==> src/rtl/wave_plotter.sv <==
// ---------------------------------------------------------------------------
// wave_plotter
//
// Waveform display engine. It takes 8-bit screen-row samples, triggers on a
// level crossing (or on a timeout), and captures one screen-width record into
// a ping-pong line buffer. At the same time it draws the record that is
// currently displayed as a 1-bit trace pixel from the live raster scan.
// Banks swap only at frame start (hcount == vcount == 0), so a frame is never
// drawn from two different records.
//
// Sample handshake: sample_data is consumed on every cycle where sample_valid
// is high. There is no back-pressure. Samples that arrive while a record waits
// for display (FULL), or in the swap cycle, are dropped.
//
// Ports
//   clk, reset       : pixel/system clock, synchronous active-high reset
//   sample_valid     : qualifies sample_data for one cycle
//   sample_data[7:0] : scaled sample (screen row, 0 = top)
//   trig_level[7:0]  : trigger threshold row
//   trig_rising      : 1 = trigger on increasing value, 0 = on decreasing
//   hcount, vcount   : current scan column / row
//   video_on         : active-video flag aligned with hcount/vcount
//   pixel_on         : trace pixel, 2 clocks after the scan inputs
//   armed            : high while waiting for a trigger
//   swap_pulse       : one-cycle pulse when the display bank changes
//   auto_trig        : displayed record was captured by timeout
// ---------------------------------------------------------------------------
module wave_plotter #(
    parameter int DEPTH    = 256,
    parameter int AW       = 8,
    parameter int X_OFFSET = 64,
    parameter int Y_OFFSET = 112,
    parameter int TIMEOUT  = 4096
) (
    input  logic       clk,
    input  logic       reset,
    input  logic       sample_valid,
    input  logic [7:0] sample_data,
    input  logic [7:0] trig_level,
    input  logic       trig_rising,
    input  logic [9:0] hcount,
    input  logic [9:0] vcount,
    input  logic       video_on,
    output logic       pixel_on,
    output logic       armed,
    output logic       swap_pulse,
    output logic       auto_trig
);

    localparam int TW = $clog2(TIMEOUT);

    // Window bounds, widened by one bit so the upper bound cannot wrap.
    localparam logic [10:0] X_LO = 11'(X_OFFSET);
    localparam logic [10:0] X_HI = 11'(X_OFFSET + DEPTH);
    localparam logic [10:0] Y_LO = 11'(Y_OFFSET);
    localparam logic [10:0] Y_HI = 11'(Y_OFFSET + 256);

    typedef enum logic [1:0] {
        ARMED   = 2'd0,
        CAPTURE = 2'd1,
        FULL    = 2'd2
    } state_t;

    state_t        state;
    logic [AW-1:0] cnt;
    logic [TW-1:0] tcount;
    logic          disp_bank;   // write bank is always ~disp_bank
    logic [7:0]    prev;
    logic          prev_valid;
    logic          auto_pend;

    // ------------------------------------------------------------------
    // Trigger / swap decode
    // ------------------------------------------------------------------
    logic swap_now;
    logic trig_hit;
    logic tmo_hit;

    always_comb begin
        swap_now = (state == FULL) && (hcount == 10'd0) && (vcount == 10'd0);
        trig_hit = 1'b0;
        if (prev_valid) begin
            if (trig_rising)
                trig_hit = (prev < trig_level) && (sample_data >= trig_level);
            else
                trig_hit = (prev > trig_level) && (sample_data <= trig_level);
        end
        tmo_hit = (tcount == TW'(TIMEOUT - 1));
    end

    // ------------------------------------------------------------------
    // Capture write port
    // ------------------------------------------------------------------
    logic          mem_we;
    logic [AW:0]   mem_waddr;
    logic [7:0]    mem_wdata;

    always_comb begin
        mem_we    = 1'b0;
        mem_waddr = {~disp_bank, cnt};
        mem_wdata = sample_data;
        if (!reset && !swap_now && sample_valid) begin
            if (state == ARMED && (trig_hit || tmo_hit)) begin
                mem_we    = 1'b1;
                mem_waddr = {~disp_bank, {AW{1'b0}}};
            end else if (state == CAPTURE) begin
                mem_we    = 1'b1;
            end
        end
    end

    // ------------------------------------------------------------------
    // Capture FSM (swap has priority; it is checked every cycle)
    // ------------------------------------------------------------------
    always_ff @(posedge clk) begin
        if (reset) begin
            state      <= ARMED;
            cnt        <= '0;
            tcount     <= '0;
            disp_bank  <= 1'b0;
            prev       <= '0;
            prev_valid <= 1'b0;
            auto_pend  <= 1'b0;
            armed      <= 1'b0;
            swap_pulse <= 1'b0;
            auto_trig  <= 1'b0;
        end else begin
            swap_pulse <= 1'b0;
            armed      <= (state == ARMED);
            if (swap_now) begin
                disp_bank  <= ~disp_bank;
                auto_trig  <= auto_pend;
                swap_pulse <= 1'b1;
                state      <= ARMED;
                tcount     <= '0;
                prev_valid <= 1'b0;
                armed      <= 1'b1;
            end else if (sample_valid) begin
                case (state)
                    ARMED: begin
                        if (trig_hit || tmo_hit) begin
                            // A real crossing on the timeout sample wins.
                            auto_pend  <= ~trig_hit;
                            cnt        <= AW'(1);
                            prev_valid <= 1'b0;
                            state      <= CAPTURE;
                            armed      <= 1'b0;
                        end else begin
                            prev       <= sample_data;
                            prev_valid <= 1'b1;
                            tcount     <= tcount + 1'b1;
                        end
                    end
                    CAPTURE: begin
                        cnt <= cnt + 1'b1;   // wraps to 0 after DEPTH-1
                        if (cnt == AW'(DEPTH - 1))
                            state <= FULL;
                    end
                    default: ;               // FULL: samples dropped
                endcase
            end
        end
    end

    // ------------------------------------------------------------------
    // Line buffer: one write port, one synchronous read port
    // ------------------------------------------------------------------
    logic [7:0]    mem [0:2*DEPTH-1];
    logic [7:0]    rd_data;
    logic [AW-1:0] x_idx;
    logic [AW:0]   mem_raddr;

    always_comb begin
        x_idx     = AW'(hcount - 10'(X_OFFSET));
        mem_raddr = {disp_bank, x_idx};
    end

    always_ff @(posedge clk) begin
        if (mem_we)
            mem[mem_waddr] <= mem_wdata;
        rd_data <= mem[mem_raddr];
    end

    // ------------------------------------------------------------------
    // Display pipeline
    // ------------------------------------------------------------------
    logic       s1_von;
    logic       s1_win;
    logic [7:0] s1_y;
    logic       s1_xzero;
    logic [7:0] last_q;
    logic       in_win;
    logic [7:0] last_sel;
    logic [7:0] lo;
    logic [7:0] hi;

    always_comb begin
        in_win = ({1'b0, hcount} >= X_LO) && ({1'b0, hcount} < X_HI) &&
                 ({1'b0, vcount} >= Y_LO) && ({1'b0, vcount} < Y_HI);
        // Column 0 has no left neighbour; draw only its own row.
        last_sel = s1_xzero ? rd_data : last_q;
        lo       = (last_sel < rd_data) ? last_sel : rd_data;
        hi       = (last_sel < rd_data) ? rd_data  : last_sel;
    end

    always_ff @(posedge clk) begin
        if (reset) begin
            s1_von   <= 1'b0;
            s1_win   <= 1'b0;
            s1_y     <= '0;
            s1_xzero <= 1'b0;
            last_q   <= '0;
            pixel_on <= 1'b0;
        end else begin
            s1_von   <= video_on;
            s1_win   <= in_win;
            s1_y     <= 8'(vcount - 10'(Y_OFFSET));
            s1_xzero <= (hcount == 10'(X_OFFSET));
            last_q   <= rd_data;
            pixel_on <= s1_von && s1_win && (s1_y >= lo) && (s1_y <= hi);
        end
    end

endmodule
==> config.mk <==
export PLATFORM = sky130hd
export DESIGN_NAME = wave_plotter
export DESIGN_NICKNAME = d
export VERILOG_FILES = /design/src/rtl/wave_plotter.sv
export SDC_FILE = /design/constraint.sdc
export NUM_CORES = 2
export LEC_CHECK = 0
export BUFFER_PORTS_ARGS = -buffer_cell sky130_fd_sc_hd__buf_2
export CORE_ASPECT_RATIO = 1.5
export CORE_MARGIN = 2
export CORE_UTILIZATION = 51
export CTS_CLUSTER_DIAMETER = 30
export DETAILED_ROUTE_END_ITERATION = 10
export PLACE_DENSITY = 0.67
export SKIP_CTS_REPAIR_TIMING = 1
export SLEW_MARGIN = 20
export SYNTH_ARGS = -nofsm -noshare
export SYNTH_HDL_FRONTEND = slang
export SYNTH_SLANG_ARGS = --single-unit
==> constraint.sdc <==
create_clock -name clk -period 5.18 [get_ports clk]
set_clock_uncertainty 0.1 [all_clocks]
set_input_delay 1.554 -clock clk [delete_from_list [all_inputs] [get_ports clk]]
set_output_delay 1.554 -clock clk [all_outputs]
set_load 0.03 [all_outputs]
Yosys cells after proc, flatten, opt, wreduce, memory -nomap -nowiden
Memory sizes are Yosys's and may differ from the RTL's. A register that Yosys moved wholly into a read port is not among the register bits.
Cells that the tools add are included.
W data, S select, Z words.
{"block": "totals", "register_bits": 56, "ram_bits": 4096, "elab_cells": 92, "mem_count": 1}
{"memory": "mem", "depth": 512, "word_bits": 8, "read_ports": 1, "rd_ports_with_merged_regs": 1, "wr": 1, "line_no": "168", "text": "logic [7:0] mem [0:2*DEPTH-1];"}
{"block": "classes", "add_sub_neg": 4, "order_cmp": 11, "n_eq_ne": 7, "muxes": 22, "n_bitwise": 4, "n_reduce_logical": 27}
{"cell": "$mux W8", "n": 6}
{"cell": "$ge A10 B7 Y1 const B", "n": 2}
{"cell": "$logic_not A10 Y1", "n": 2}
{"cell": "$lt A10 B9 Y1 const B", "n": 2}
{"cell": "$ge A8 B8 Y1", "n": 2}
{"cell": "$le A8 B8 Y1", "n": 2}
{"cell": "$lt A8 B8 Y1", "n": 2}
{"cell": "$pmux W8 S2", "n": 1}
{"cell": "$reduce_and A4 Y1", "n": 4}
{"cell": "$sub A8 B7 Y8 const B", "n": 2}
{"cell": "$logic_and A1 B1 Y1", "n": 13}
{"cell": "$add A12 B1 Y12 const B", "n": 1}
{"cell": "$eq A12 B12 Y1 const B", "n": 1}
{"cell": "$mux W1", "n": 12}
{"cell": "$eq A10 B7 Y1 const B", "n": 1}
{"cell": "$add A8 B1 Y8 const B", "n": 1}
{"cell": "$eq A8 B8 Y1 const B", "n": 1}
{"cell": "$gt A8 B8 Y1", "n": 1}
{"cell": "$mux W2", "n": 2}
{"cell": "$ne A2 B1 Y1 const B", "n": 2}
{"cell": "$not A1 Y1", "n": 4}
{"cell": "$pmux W2 S2", "n": 1}
{"cell": "$reduce_and A3 Y1", "n": 1}
{"cell": "$eq A2 B1 Y1 const B", "n": 1}
{"cell": "7 further kinds", "n": 8}

Depth between registers and ports, before layout
{"block": "depth", "depth_word": 10, "ltp_mapped": 19}

Worst setup path before layout
Ideal clock, no wire load.
{"block": "synth_path", "path_kind": "input port to flip-flop", "startpoint": "input port trig_level[1]", "endpoint": "memory mem[256][0] (enable)", "arrival_time_ns": 4.158, "path_slack_ns": 0.534, "cell_stages": 12, "cell_sequence": "inv_1 > ha_1 > nor2b_1 > o21a_1 > o21ai_0 > a21oi_1 > a2111o_1 > o211a_1 > buf_4 > buf_6 > clkbuf_1 > o32ai_1"}
{"block": "synth_via", "elab_chain_cells": 10, "elab_cells_between_ends": 16}
{"item": "start: declaration", "line_no": "39", "text": "input logic [7:0] trig_level,"}
{"item": "$gt A8 B8 Y1 (tied with other cells)", "line_no": "86", "text": "trig_hit = (prev > trig_level) && (sample_data <= trig_level);"}
{"item": "$logic_and A1 B1 Y1 (on tied branches)", "line_no": "86, 84"}
{"item": "$mux W1 (*)", "line_no": "83", "text": "if (trig_rising)"}
{"item": "$mux W1 (*)", "line_no": "82", "text": "if (prev_valid) begin"}
{"item": "$logic_or A1 B1 Y1 (*)", "line_no": "103", "text": "if (state == ARMED && (trig_hit || tmo_hit)) begin"}
{"item": "$logic_and A1 B1 Y1 (*)", "line_no": "103"}
{"item": "$mux W1", "line_no": "103"}
{"item": "$mux W1", "line_no": "102", "text": "if (!reset && !swap_now && sample_valid) begin"}
{"item": "$mux W1", "line_no": "179", "text": "if (mem_we)"}
{"item": "$mux W1 (implied by the code)", "line_no": "180", "text": "mem[mem_waddr] <= mem_wdata;"}
{"item": "end: declaration", "line_no": "168"}
Mark *: on every way between the ends. The rest lies on a longest branch, timed or not.

Worst setup path after layout
{"block": "layout_path", "startpoint": "input port hcount[0]", "endpoint": "register rd_data[7], read port of mem"}
{"block": "layout_via", "elab_chain_cells": 1}
{"item": "start: declaration", "line_no": "41", "text": "input logic [9:0] hcount,"}
{"item": "$sub A8 B7 Y8", "line_no": "174", "text": "x_idx = AW'(hcount - 10'(X_OFFSET));"}
{"item": "end: declaration", "line_no": "169", "text": "logic [7:0] rd_data;"}
No other way between the ends.
A chain may end at the register's enable or synchronous reset.

==> impl_metrics.json <==
{
  "status": "complete, no violations",
  "setup_ws_ns": 0.437,
  "finish.instance_area_um2": 195000,
  "drc_errors": 0,
  "syn2layout_area_growth_pct": 19.4,
  "grt_pass1_wl_um": 702000,
  "dp_hpwl_um": 326000,
  "rows": 254,
  "yosysSeqAreaShare_pct": 76.0,
  "max-cap-violations": 0,
  "root_buffer": "clkbuf_16",
  "setup-tns-final_ns": 0,
  "final_common_cell": "edfxtp_1",
  "vias_per_cell": 6.49,
  "crit_required_ns": 5.92,
  "rsz0062_at_grt": "no",
  "path_cells": "buf_12 -> buf_12 -> buf_12 -> buf_12 -> mux4_2 -> mux4_2 -> o221ai_1 -> buf_4 -> o2111ai_1 -> o21ai_1 -> buf_4 -> a21oi_1",
  "cts.sinks": 4160,
  "drive_above_1_share_pct": 32.0,
  "crit_path_max_fanout": 31,
  "synth-seq-cells": 4160,
  "place_ws_ns": -0.435,
  "die_w_um": 466,
  "fill_cells": 21900,
  "startpoint_type": "input pin",
  "synth_cell_types": 88,
  "h-tree-depth": 6,
  "grt_antenna_before_repair": 17,
  "yosys_warnings": 0,
  "yosys_most_used_dff": "edfxtp_1",
  "nets": 9412,
  "path_common_cell": "buf_12",
  "r2r-start": "rd_data[1]",
  "syn_nets": 8172,
  "syn_area_per_cell_um2": 20.2,
  "placed_cell_area_um2": 177000,
  "cts_tree": "done",
  "vias": 90800,
  "peakVddDrop_mv": 0.293,
  "syn_inst": 8085,
  "max_stage_delay_ns": 0.66,
  "ff_latch_area_um2": 124000,
  "pwr-share-clk_pct": 47.4,
  "p_comb_share_pct": 5.4,
  "ios": 45,
  "hold_violations": 0,
  "grt.overflow.total": 0,
  "worstHoldPathType": "register to register",
  "fmax_mhz": 211,
  "grt_max_degree": 200,
  "start_util_pct": 51.3,
  "firstDrtPassIters": 6,
  "worstSetupPathType": "input pin to register",
  "wl_per_cell_um": 35.8,
  "p_int_uw": 60700,
  "finalSetupViolations": 0,
  "startpoint": "hcount[0]",
  "pwr-share-seq_pct": 47.2,
  "period_share_pct": 91.6,
  "swShare_pct": 22.7,
  "first_global_vias": 91900,
  "slowest_stage": "o221ai_1",
  "final_max_slew_viol_count": 0,
  "die_h_um": 698,
  "synth_area_um2": 164000,
  "cp.arrival_ns": 5.48,
  "core_area_um2": 319000,
  "layout_min_cycle_time_ns": 4.74,
  "leakage_uw": 0.0647,
  "hp-start": "s1_win",
  "worst_pin_slew_ns": 1.39,
  "clk-insertion-delay-late_ns": 0.96,
  "p_sw_uw": 17900,
  "end_kind": "register",
  "relSlewSlack_pct": 7.40,
  "synth_edf_count": 4096,
  "layout_common_cells": "edfxtp_1, buf_4, mux4_2",
  "clock_path_buffers": 4,
  "gr-usage-all-layers_pct": 30.6,
  "cts_buffers": 535,
  "cts.clk_slew.worst_paths_ns": 0.06,
  "routed_wl_um": 501000,
  "portBuffers": 44,
  "gp_congestion": 0.936,
  "ant_nets": 0,
  "dieArea_um2": 325000,
  "drt_iter0_drc": 12500,
  "multiInputGateArea_um2": 36400,
  "synthArstFlopShare_pct": 0,
  "p_per_area_nw_per_um2": 402
}
-- metal layers --
metal | part of all wire [%] | up-vias | routed length [um] | track usage (%)
li1 | - | 36100 | - | -
met1 | 34 | 47300 | 168000 | 37.8
met2 | 48 | 6041 | 242000 | 49.1
met3 | 10 | 1360 | 52400 | 6.64
met4 | 7.6 | 4 | 38200 | 19.9
met5 | 0.0056 | - | 28 | 0
-- cells in the mapped netlist, types with 62 or more instances --
| cell type | instances | area, um^2 |
|---|---|---|
| mux2i_1 | 428 | 4280 |
| o221ai_1 | 79 | 692 |
| buf_2 | 213 | 1070 |
| o22ai_1 | 90 | 563 |
| mux4_2 | 865 | 19500 |
| dfxtp_1 | 64 | 1280 |
| a21oi_1 | 156 | 781 |
| clkbuf_1 | 121 | 454 |
| o21ai_0 | 105 | 526 |
| mux2_2 | 62 | 698 |
| nor2_1 | 646 | 2420 |
| nand2_1 | 220 | 826 |
| buf_4 | 87 | 653 |
| a22oi_1 | 63 | 473 |
| edfxtp_1 | 4096 | 123000 |
-- stage by stage --
| stage | hold slack, ns | utilization [%] | instances | total power [uW] |
|---|---|---|---|---|
| floorplan | 0.312 | - | 8085 | 39700 |
| global placement | 0.347 | 55.5 | 13000 | 41900 |
| detailed placement | 0.363 | 55.5 | 13000 | 41900 |
| CTS | 0.374 | 61.2 | 14000 | 78700 |
| global route | 0.390 | 61.2 | 14000 | 80200 |
| finish | 0.376 | 61.2 | 14000 | 78600 |
-- cell type report --
cell class	instances	share of cell area, %
sequential	4160	63.6
multi-input combinational	3378	18.6
clock buffer	585	7.15
timing repair buffer	1216	5.72
tap	4224	2.71
clock inverter	383	2.06
inverter	34	0.0705
antenna	13	0.0167
-- state kept, by name (all words and copies together) (netlist names), 2 cells and up --
register,cells
state,2
tcount,12
last_q,8
cnt,8
mem,4096
prev,8
s1_y,8
rd_data,8
-- worst max-delay path, delay by kind of cell --
kind	cells	cell delay (ns)
AOI/OAI and AO/OA	4	1.24
buffers and inverters	6	1.50
muxes	2	1.07
-- cell families (layout without fill, tap and decap cells) --
logic type / count (synthesis) / after routing / share of synthesized area, %
compound gates: 845 / 845 / 3.80
xor+xnor: 4 / 4 / 0.0214
fa+ha+maj: 46 / 46 / 0.352
buf+inv: 547 / 2218 / 1.97
flops: 4160 / 4160 / 76.0
mux: 1356 / 1356 / 15.0
other cells: 0 / 13 / 0
simple gates: 1127 / 1127 / 2.95
-- power by group through the flow --
stage / clock [uW] / combinational (uW) / sequential, uW
after floorplan: 0 / 1940 / 37700
after global placement: 0 / 4120 / 37700
after detailed placement: 0 / 4180 / 37800
after CTS: 37400 / 4200 / 37000
after global routing: 38800 / 4380 / 37000
final: 37300 / 4270 / 37100
-- path summary, 6_finish.rpt --
check	end	slack (ns)	cells past startpoint
setup / recovery	rd_data[7]	0.44	12
hold / removal	pixel_on	0.38	2
setup reg to reg	pixel_on	0.60	18
hold reg to reg	pixel_on	0.38	2
No activity file was read; power rests on OpenSTA's default activity.
